### config.mk
export PLATFORM = sky130hd
export DESIGN_NAME = spi_slave_rx
export DESIGN_NICKNAME = d
export VERILOG_FILES = /design/src/rtl/spi_pkg.sv /design/src/rtl/spi_sync.sv /design/src/rtl/spi_slave_rx.sv
export SDC_FILE = /design/constraint.sdc
export NUM_CORES = 1
export LEC_CHECK = 0
export ABC_AREA = 1
export BUFFER_PORTS_ARGS = -buffer_cell sky130_fd_sc_hd__buf_2
export CELL_PAD_IN_SITES_DETAIL_PLACEMENT = 1
export CELL_PAD_IN_SITES_GLOBAL_PLACEMENT = 2
export CORE_AREA = 2 2 86 88
export DETAILED_ROUTE_END_ITERATION = 16
export DIE_AREA = 0 0 88 90
export PLACE_DENSITY = 0.81
export SYNTH_ARGS = -nofsm -noshare
export SYNTH_HDL_FRONTEND = slang
export SYNTH_HIERARCHICAL = 1
export SYNTH_SLANG_ARGS = --single-unit
### constraint.sdc
create_clock -name clk -period 1.8 [get_ports clk]
set_clock_uncertainty 0.15 [all_clocks]
set_input_delay 0.36 -clock clk [delete_from_list [all_inputs] [get_ports clk]]
set_output_delay 0.36 -clock clk [all_outputs]
set_load 0.1 [all_outputs]
### src/rtl/spi_pkg.sv
// Shared definitions for the SPI link: default word length, idle line levels
// and the receiver state encoding.
package spi_pkg;

  localparam int   DATA_W_DEF = 16;
  localparam logic CS_IDLE    = 1'b1;
  localparam logic SCLK_IDLE  = 1'b0;

  typedef enum logic [1:0] {
    ST_IDLE  = 2'd0,
    ST_SHIFT = 2'd1,
    ST_DONE  = 2'd2
  } spi_state_e;

endpackage

### src/rtl/spi_sync.sv
// Multi-flop synchroniser for one asynchronous serial input, resetting to a
// chosen idle level so no spurious edge is seen when reset releases.
module spi_sync #(
  parameter int   STAGES  = 2,
  parameter logic RST_VAL = 1'b0
) (
  input  logic clk,
  input  logic reset,
  input  logic d,
  output logic q
);

  logic [STAGES-1:0] sync_r;

  // Shift chain; the oldest stage is the synchronised output.
  always_ff @(posedge clk or negedge reset) begin
    if (!reset) begin
      sync_r <= {STAGES{RST_VAL}};
    end else begin
      sync_r <= {sync_r[STAGES-2:0], d};
    end
  end

  assign q = sync_r[STAGES-1];

endmodule

### src/rtl/spi_slave_rx.sv
// SPI receive end: oversamples the serial pins, deserialises MSB-first words
// and presents them through a one-deep valid/ready holding register.
module spi_slave_rx
  import spi_pkg::*;
#(
  parameter int DATA_W      = DATA_W_DEF,
  parameter int SYNC_STAGES = 2,
  parameter int TIMEOUT     = 64
) (
  input  logic                    clk,
  input  logic                    reset,
  input  logic                    spi_cs_l,
  input  logic                    spi_clk,
  input  logic                    spi_data,
  output logic [DATA_W-1:0]       rx_data,
  output logic                    rx_valid,
  input  logic                    rx_ready,
  output logic                    overrun,
  input  logic                    overrun_clr,
  output logic                    frame_err,
  output logic [$clog2(DATA_W):0] bit_count
);

  localparam int CNT_W = $clog2(DATA_W) + 1;
  localparam int TMO_W = (TIMEOUT > 1) ? $clog2(TIMEOUT) : 1;

  logic              cs_s, sclk_s, data_s;
  logic              sclk_prev_r;
  logic              strobe_s;
  spi_state_e        state_r, state_n;
  logic [DATA_W-1:0] shift_r, shift_n;
  logic [CNT_W-1:0]  cnt_r, cnt_n;
  logic [TMO_W-1:0]  tmo_r, tmo_n;
  logic              frame_err_n;
  logic              word_done_s;
  logic              load_s, ovr_set_s;

  spi_sync #(.STAGES(SYNC_STAGES), .RST_VAL(CS_IDLE)) u_sync_cs (
    .clk(clk), .reset(reset), .d(spi_cs_l), .q(cs_s)
  );
  spi_sync #(.STAGES(SYNC_STAGES), .RST_VAL(SCLK_IDLE)) u_sync_clk (
    .clk(clk), .reset(reset), .d(spi_clk), .q(sclk_s)
  );
  spi_sync #(.STAGES(SYNC_STAGES), .RST_VAL(1'b0)) u_sync_data (
    .clk(clk), .reset(reset), .d(spi_data), .q(data_s)
  );

  // Previous synchronised serial clock, for rising-edge detection.
  always_ff @(posedge clk or negedge reset) begin
    if (!reset) begin
      sclk_prev_r <= SCLK_IDLE;
    end else begin
      sclk_prev_r <= sclk_s;
    end
  end

  // cs_l may go high between bits, so it only gates the strobe.
  assign strobe_s = sclk_s & ~sclk_prev_r & ~cs_s;

  // Next-state logic: bit capture, count-based framing and inactivity timeout.
  always_comb begin
    state_n     = state_r;
    shift_n     = shift_r;
    cnt_n       = cnt_r;
    tmo_n       = tmo_r;
    frame_err_n = 1'b0;
    word_done_s = 1'b0;
    case (state_r)
      ST_IDLE: begin
        if (strobe_s) begin
          shift_n = {shift_r[DATA_W-2:0], data_s};
          cnt_n   = CNT_W'(DATA_W - 1);
          tmo_n   = {TMO_W{1'b0}};
          state_n = ST_SHIFT;
        end else begin
          tmo_n   = {TMO_W{1'b0}};
        end
      end
      ST_SHIFT: begin
        if (strobe_s) begin
          shift_n = {shift_r[DATA_W-2:0], data_s};
          cnt_n   = cnt_r - CNT_W'(1);
          tmo_n   = {TMO_W{1'b0}};
          if (cnt_r == CNT_W'(1)) begin
            state_n = ST_DONE;
          end else begin
            state_n = ST_SHIFT;
          end
        end else if (tmo_r == TMO_W'(TIMEOUT - 1)) begin
          frame_err_n = 1'b1;
          shift_n     = {DATA_W{1'b0}};
          cnt_n       = CNT_W'(DATA_W);
          tmo_n       = {TMO_W{1'b0}};
          state_n     = ST_IDLE;
        end else begin
          tmo_n = tmo_r + TMO_W'(1);
        end
      end
      ST_DONE: begin
        word_done_s = 1'b1;
        shift_n     = {DATA_W{1'b0}};
        cnt_n       = CNT_W'(DATA_W);
        tmo_n       = {TMO_W{1'b0}};
        state_n     = ST_IDLE;
      end
      default: begin
        shift_n = {DATA_W{1'b0}};
        cnt_n   = CNT_W'(DATA_W);
        tmo_n   = {TMO_W{1'b0}};
        state_n = ST_IDLE;
      end
    endcase
  end

  // Receiver state registers.
  always_ff @(posedge clk or negedge reset) begin
    if (!reset) begin
      state_r   <= ST_IDLE;
      shift_r   <= {DATA_W{1'b0}};
      cnt_r     <= CNT_W'(DATA_W);
      tmo_r     <= {TMO_W{1'b0}};
      frame_err <= 1'b0;
    end else begin
      state_r   <= state_n;
      shift_r   <= shift_n;
      cnt_r     <= cnt_n;
      tmo_r     <= tmo_n;
      frame_err <= frame_err_n;
    end
  end

  assign bit_count = cnt_r;

  // A word may load whenever the slot empties in the same cycle.
  assign load_s    = word_done_s & (~rx_valid | rx_ready);
  assign ovr_set_s = word_done_s & rx_valid & ~rx_ready;

  // Holding register, handshake and sticky overrun (set beats clear).
  always_ff @(posedge clk or negedge reset) begin
    if (!reset) begin
      rx_data  <= {DATA_W{1'b0}};
      rx_valid <= 1'b0;
      overrun  <= 1'b0;
    end else begin
      if (load_s) begin
        rx_data  <= shift_r;
        rx_valid <= 1'b1;
      end else if (rx_valid && rx_ready) begin
        rx_valid <= 1'b0;
      end else begin
        rx_valid <= rx_valid;
      end
      if (ovr_set_s) begin
        overrun <= 1'b1;
      end else if (overrun_clr) begin
        overrun <= 1'b0;
      end else begin
        overrun <= overrun;
      end
    end
  end

endmodule
==> results.sh, run 1 <==
export IMPL_htree_levels=2
export IMPL_r2r_cells=7
export IMPL_grt_usage=0.143
export IMPL_cts_tree="yes"
export IMPL_die_width_um=88
export IMPL_grt_max_degree=44
export IMPL_p_leak_nw=1.43
export IMPL_synth_xor_area_frac=0.00375
export IMPL_crit_path_start_kind="flop"
export IMPL_holdWs_ns=0.0809
export IMPL_relSlewSlack=0.678
export IMPL_r2r_end="bit_count[0]"
export IMPL_postCtsSetupBuffers=0
export IMPL_hpwl_um=3560
export IMPL_cp_max_fo=5
export IMPL_period_share=0.957
export IMPL_core_area_mm2=0.00702
export IMPL_peakVddDrop_uv=743
export IMPL_vias=1804
export IMPL_reg2reg_from="u_sync_cs/sync_r[1]"
export IMPL_r2r_slack_ns=0.13
export IMPL_grt_pass1_wl_um=8970
export IMPL_hold_path_class="input port to flop"
export IMPL_antenna_found_initial=0
export IMPL_syn_inst=268
export IMPL_synth_top_family_by_area="simple AND/OR/NAND/NOR gates"
export IMPL_fin_setup_tns_ns=0
export IMPL_synth_compound_area_frac=0.0841
export IMPL_synth_adder_area_share=0.0161
export IMPL_synthFlopType="dfrtp_1"
export IMPL_place_gp_congestion=0.720
export IMPL_drt_pass1_iter_count=4
export IMPL_synth_mux_area_frac=0
export IMPL_synthSimpleGateAreaFrac=0.228
export IMPL_boundaryPins=31
export IMPL_synth_fp_nets=278
export IMPL_row_count=31
export IMPL_grt_pass1_vias=1954
export IMPL_start_util=0.333
export IMPL_overflow=0
export IMPL_clock_latency_ns=0.32
export IMPL_drc_errors=0
export IMPL_drv_cap=0
export IMPL_port_buffers=30
export IMPL_synthArstFlopShare=1.00
export IMPL_min_to="overrun"
export IMPL_post_place_ws_ns=-0.212
export IMPL_synthesis_area_mm2=0.00233
export IMPL_setup_viol=0
export IMPL_synth_avg_cell_area_um2=8.71
export IMPL_endpoint_kind="primary output"
export IMPL_worst_slew_pin_slew_ns=0.487
export IMPL_cts_buffer_depth=2
export IMPL_fin_crit_ns=1.72
export IMPL_drive_gt1_frac=0.210
export IMPL_max_freq_mhz=581
export IMPL_outcome="finished, final reports clean"
export IMPL_crit_required_ns=1.29
export IMPL_antenna_cells=0
export IMPL_cts_sink_count=55
export IMPL_yosysWarnings=6
export IMPL_numCtsBuffers=5
export IMPL_wl_per_cell_um=12.6
export IMPL_final_hold_viol_count=0
export IMPL_path_buf_inv=1
export IMPL_fp_dieH_um=90
export IMPL_vias_per_cell=4.41
export IMPL_antenna_left=0
export IMPL_dieArea_mm2=0.00792
export IMPL_nets=319
export IMPL_critPathMaxStageDelay_ns=0.46
export IMPL_placed_cells=396
export IMPL_hold_start="overrun_clr"
export IMPL_finalMaxSlewViolations=0
export IMPL_final_cells=409
export IMPL_worstPathArrival_ns=1.21
export IMPL_cts_clk_slew_worst_paths_ns=0.11
export IMPL_ys_ff_latch=55
export IMPL_critPathKind="flop to primary output"
export IMPL_slowest_stage="buf_2"
export IMPL_drt_wl_total_um=5170
export IMPL_area_delta_synth_final_pct=20.5
export IMPL_seq_area_frac_synth=0.591
export IMPL_hold_path_depth=2
export IMPL_path_cells="buf_2"
export IMPL_drt_initial_drc_count=91
export IMPL_cts_root_buf="clkbuf_8"
export IMPL_p_per_area_mw_per_mm2=1220
export IMPL_post_route_util=0.401
export IMPL_synth_edf_count=0
export IMPL_critPathTopFamily="buffers and inverters"
export IMPL_synthDistinctLibCells=22
export IMPL_finalWorstSetupSlack_ns=0.0779
-- where the power goes --
group | total, W | switching (W) | internal, W
clock | 0.000735 | 0.000420 | 0.000315
combinational | 0.00120 | 0.000893 | 0.000305
sequential | 0.00149 | 0.000117 | 0.00138
total | 0.00343 | 0.00143 | 0.00200
-- worst max path at each step --
stage                 startpoint           end  cells past startpoint
finish              bit_count[3]  bit_count[3]                      1
global route         sclk_prev_r  bit_count[0]                      7
CTS                     tmo_r[1]  bit_count[0]                      7
detailed placement      tmo_r[1]  bit_count[0]                      7
global placement        tmo_r[0]  bit_count[0]                      7
floorplan           bit_count[2]  bit_count[3]                      7
-- per-stage QoR --
step	power, W	cell area [um^2]
after global routing	0.00363	2810
after CTS	0.00345	2790
final	0.00343	2810
after floorplan	0.00238	2340
after global placement	0.00266	2650
after detailed placement	0.00270	2650
-- Yosys cell counts, types with 2 or more instances --
cell type,instances,area (um^2)
a21oi_1,16,80.1
buf_2,3,15.0
buf_4,2,15.0
buf_6,2,22.5
clkbuf_1,4,15.0
dfrtp_1,52,1300
dfstp_2,3,78.8
ha_1,3,37.5
inv_1,27,101
inv_2,3,11.3
nand2_1,98,368
nand2_4,2,22.5
nand3_1,7,35.0
nand4_1,2,12.5
nor2_1,17,63.8
nor2_2,2,12.5
o21ai_0,20,100
-- layer usage --
| metal | GRT usage | vias to the layer above | share of wire |
|---|---|---|---|
| li1 | - | 906 | - |
| met5 | 0 | - | 0 |
| met3 | 0.0303 | 5 | 0.027 |
| met1 | 0.182 | 869 | 0.45 |
| met2 | 0.241 | 24 | 0.51 |
| met4 | 0.0462 | 0 | 0.014 |
-- cell families (layout without fill, tap and decap cells) --
kind of cell	Yosys count	after routing
and+or+nand+nor	130	131
DFF	55	55
buffers and inverters	41	82
AOI/OAI and AO/OA	38	38
adders and majority gates	3	3
xor gates and xnor gates	1	1
-- flip-flops by register name, indices dropped and copies added, names as in the netlist --
signal,flops
u_sync_data/sync_r,2
tmo_r,6
u_sync_cs/sync_r,2
rx_valid,1
overrun,1
u_sync_clk/sync_r,2
bit_count,5
rx_data,16
sclk_prev_r,1
frame_err,1
shift_r,16
state_r,2
-- layout make-up --
class / instances / area [um^2]
Tap cell: 99 / 124
Fill cell: 843 / 4210
Multi-Input combinational cell: 173 / 802
Clock inverter: 2 / 16.3
Inverter: 30 / 113
Clock buffer: 6 / 82.6
Timing Repair Buffer: 44 / 293
Sequential cell: 55 / 1380
-- layout by cell type (no fill, tap or decap) --
| cell type | instances |
|---|---|
| nand2_1 | 98 |
| dfrtp_1 | 49 |
| buf_2 | 29 |
| inv_1 | 27 |
| o21ai_0 | 20 |
| nor2_1 | 16 |
| a21oi_1 | 16 |
| buf_4 | 9 |
| nand3_1 | 7 |
| clkbuf_8 | 6 |
| dlygate4sd3_1 | 4 |
| inv_2 | 3 |
| ha_1 | 3 |
| dfrtp_2 | 3 |
| dfstp_2 | 3 |
| nor2_2 | 2 |
| nand4_1 | 2 |
| nor2_4 | 2 |
| buf_12 | 2 |
| nand3_2 | 1 |
| nand2_4 | 1 |
| a31o_2 | 1 |
| nor3b_1 | 1 |
| nand2_8 | 1 |
| a21boi_0 | 1 |
| xnor2_1 | 1 |
| clkinvlp_4 | 1 |
| clkinv_4 | 1 |
-- timing repair --
item                                    in CTS  in global routing
endpoints found under the setup margin      20                 21
cloned                                       0                  1
endpoints found under the hold margin       12                  0
gates resized for setup                      1                  3
hold buffers                                 4                  0
pin swaps                                    0                  1
Power figures use the tool's default switching activity.
==> run 2: changes to the inputs <==
RECOVER_POWER = 25   (was default)
==> run 2 against run 1 <==
  * Register-to-register slack about the same
  * Sequential share of layout area about the same
  * Cell area about the same
  * Clock power about the same
  * Total power about the same
  * Routed wire length about the same
  * First-iteration DRC count unchanged
  * Flip-flop and latch count unchanged
  * Utilization about the same
  * Final cell count unchanged
  * Global-route usage unchanged
==> results.sh, run 2 (synthesis gave the netlist of run 1 again) <==
export IMPL_grt_pass1_vias=1954
export IMPL_numCtsBuffers=5
export IMPL_worst_slew_pin_slew_ns=0.807
export IMPL_met3_usage=0.0303
export IMPL_core_area_mm2=0.00702
export IMPL_critPathMaxStageDelay_ns=0.46
export IMPL_vias_per_cell=4.41
export IMPL_busiest_layer="met2"
export IMPL_place_area_mm2=0.00265
export IMPL_use_met1=0.182
export IMPL_port_buffers=30
export IMPL_hold_path_class="input port to flop"
export IMPL_overflow=0
export IMPL_max_freq_mhz=581
export IMPL_worstPathArrival_ns=1.21
export IMPL_seq_area_mm2=0.00138
export IMPL_p_leak_nw=1.43
export IMPL_final_hold_viol_count=0
export IMPL_total_power_w=0.00343
export IMPL_relSlewSlack=0.462
export IMPL_use_met2=0.241
export IMPL_outcome="finished, final reports clean"
export IMPL_final_area_mm2=0.00281
export IMPL_cts_buffer_depth=2
export IMPL_drt_wl_total_um=5170
export IMPL_wl_per_cell_um=12.7
export IMPL_postCtsSetupBuffers=0
export IMPL_start_util=0.333
export IMPL_drt_pass1_iter_count=4
export IMPL_cts_tree="yes"
export IMPL_hpwl_um=3560
export IMPL_area_delta_synth_final_pct=20.5
export IMPL_finalMaxSlewViolations=0
export IMPL_fillers=843
export IMPL_setup_viol=0
export IMPL_crit_required_ns=1.29
export IMPL_cts_sink_count=55
export IMPL_multiInputGateArea_um2=802
export IMPL_drive_gt1_frac=0.206
export IMPL_path_cells="buf_2"
export IMPL_cp_max_fo=5
export IMPL_drt_initial_drc_count=91
export IMPL_place_gp_congestion=0.720
export IMPL_final_cell_mix="98 x nand2_1, 49 x dfrtp_1, 28 x buf_2"
export IMPL_endpoint_kind="primary output"
export IMPL_nets=319
export IMPL_critPathTopFamily="buffers and inverters"
export IMPL_antenna_left=0
export IMPL_drc_errors=0
export IMPL_drv_cap=0
export IMPL_antenna_cells=0
export IMPL_boundaryPins=31
export IMPL_fin_crit_ns=1.72
export IMPL_peakVddDrop_uv=781
export IMPL_vias=1804
export IMPL_cts_root_buf="clkbuf_8"
export IMPL_dieArea_mm2=0.00792
export IMPL_period_share=0.957
export IMPL_htree_levels=2
export IMPL_antenna_found_initial=0
export IMPL_clock_latency_ns=0.32
export IMPL_grt_max_degree=44
export IMPL_reg_largest_list="rx_data: 16 flops, shift_r: 16 flops, tmo_r: 6 flops"
export IMPL_cts_clk_slew_worst_paths_ns=0.11
export IMPL_die_width_um=88
export IMPL_path_buf_inv=1
export IMPL_slowest_stage="buf_2"
export IMPL_grt_pass1_wl_um=8970
export IMPL_grt_usage=0.143
export IMPL_critPathKind="flop to primary output"
export IMPL_row_count=31
export IMPL_final_common_cell="nand2_1"
export IMPL_crit_path_start_kind="flop"
export IMPL_p_per_area_mw_per_mm2=1220
export IMPL_fp_dieH_um=90
[run 2: cell count changes in the layout (fill, tap and decap cells not counted)]
cell,change
clkbuf_1,+1
buf_2,-1
[run 2: power by group]
part	switching (W)	internal, W
Combinational	0.000893	0.000305
Sequential	0.000117	0.00138
Clock	0.000420	0.000315
Total	0.00143	0.00200
[run 2: what timing repair did]
item,4_1_cts,5_1_grt
cloned,0,1
gates resized for setup,1,3
hold endpoints to repair,12,0
endpoints found under the setup margin,20,21
hold buffers,4,0
pin swaps,0,1
[run 2: cell type report]
cell class                 instances  area share
clock buffer                       6      0.0294
clock inverter                     2     0.00578
inverter                          30      0.0400
sequential                        55       0.492
multi-input combinational        173       0.285
tap                               99      0.0440
timing repair buffer              44       0.104
[run 2: through the flow]
stage                     setup TNS (ns)  hold WS (ns)  utilization  setup WS, ns  instances
final                                  0        0.0809        0.401        0.0779        409
after global routing             -0.0313        0.0633        0.401       -0.0212        409
after CTS                              0        0.0700        0.398        0.0388        408
after detailed placement           -3.33         0.136        0.377        -0.212        396
after global placement             -2.00         0.125        0.377        -0.140        396
after floorplan                        0       -0.0856            -        0.0944        268
[run 2: per-layer routing]
metal | part of all wire | up-vias
li1 | - | 906
met1 | 0.45 | 869
met2 | 0.51 | 24
met3 | 0.027 | 5
met4 | 0.014 | 0
met5 | 0 | -
[run 2: path summary, 6_finish.rpt]
check | from | to | slack, ns | cells after the start
worst max-delay path | bit_count[3] | bit_count[3] | 0.08 | 1
max in group asynchronous | reset | rx_valid | 0.29 | 3
worst min register to register | u_sync_clk/sync_r[0] | u_sync_clk/sync_r[1] | 0.21 | 0
worst max register to register | u_sync_cs/sync_r[1] | bit_count[0] | 0.13 | 7
min in group asynchronous | reset | u_sync_clk/sync_r[1] | 0.48 | 2
worst min-delay path | overrun_clr | overrun | 0.08 | 2
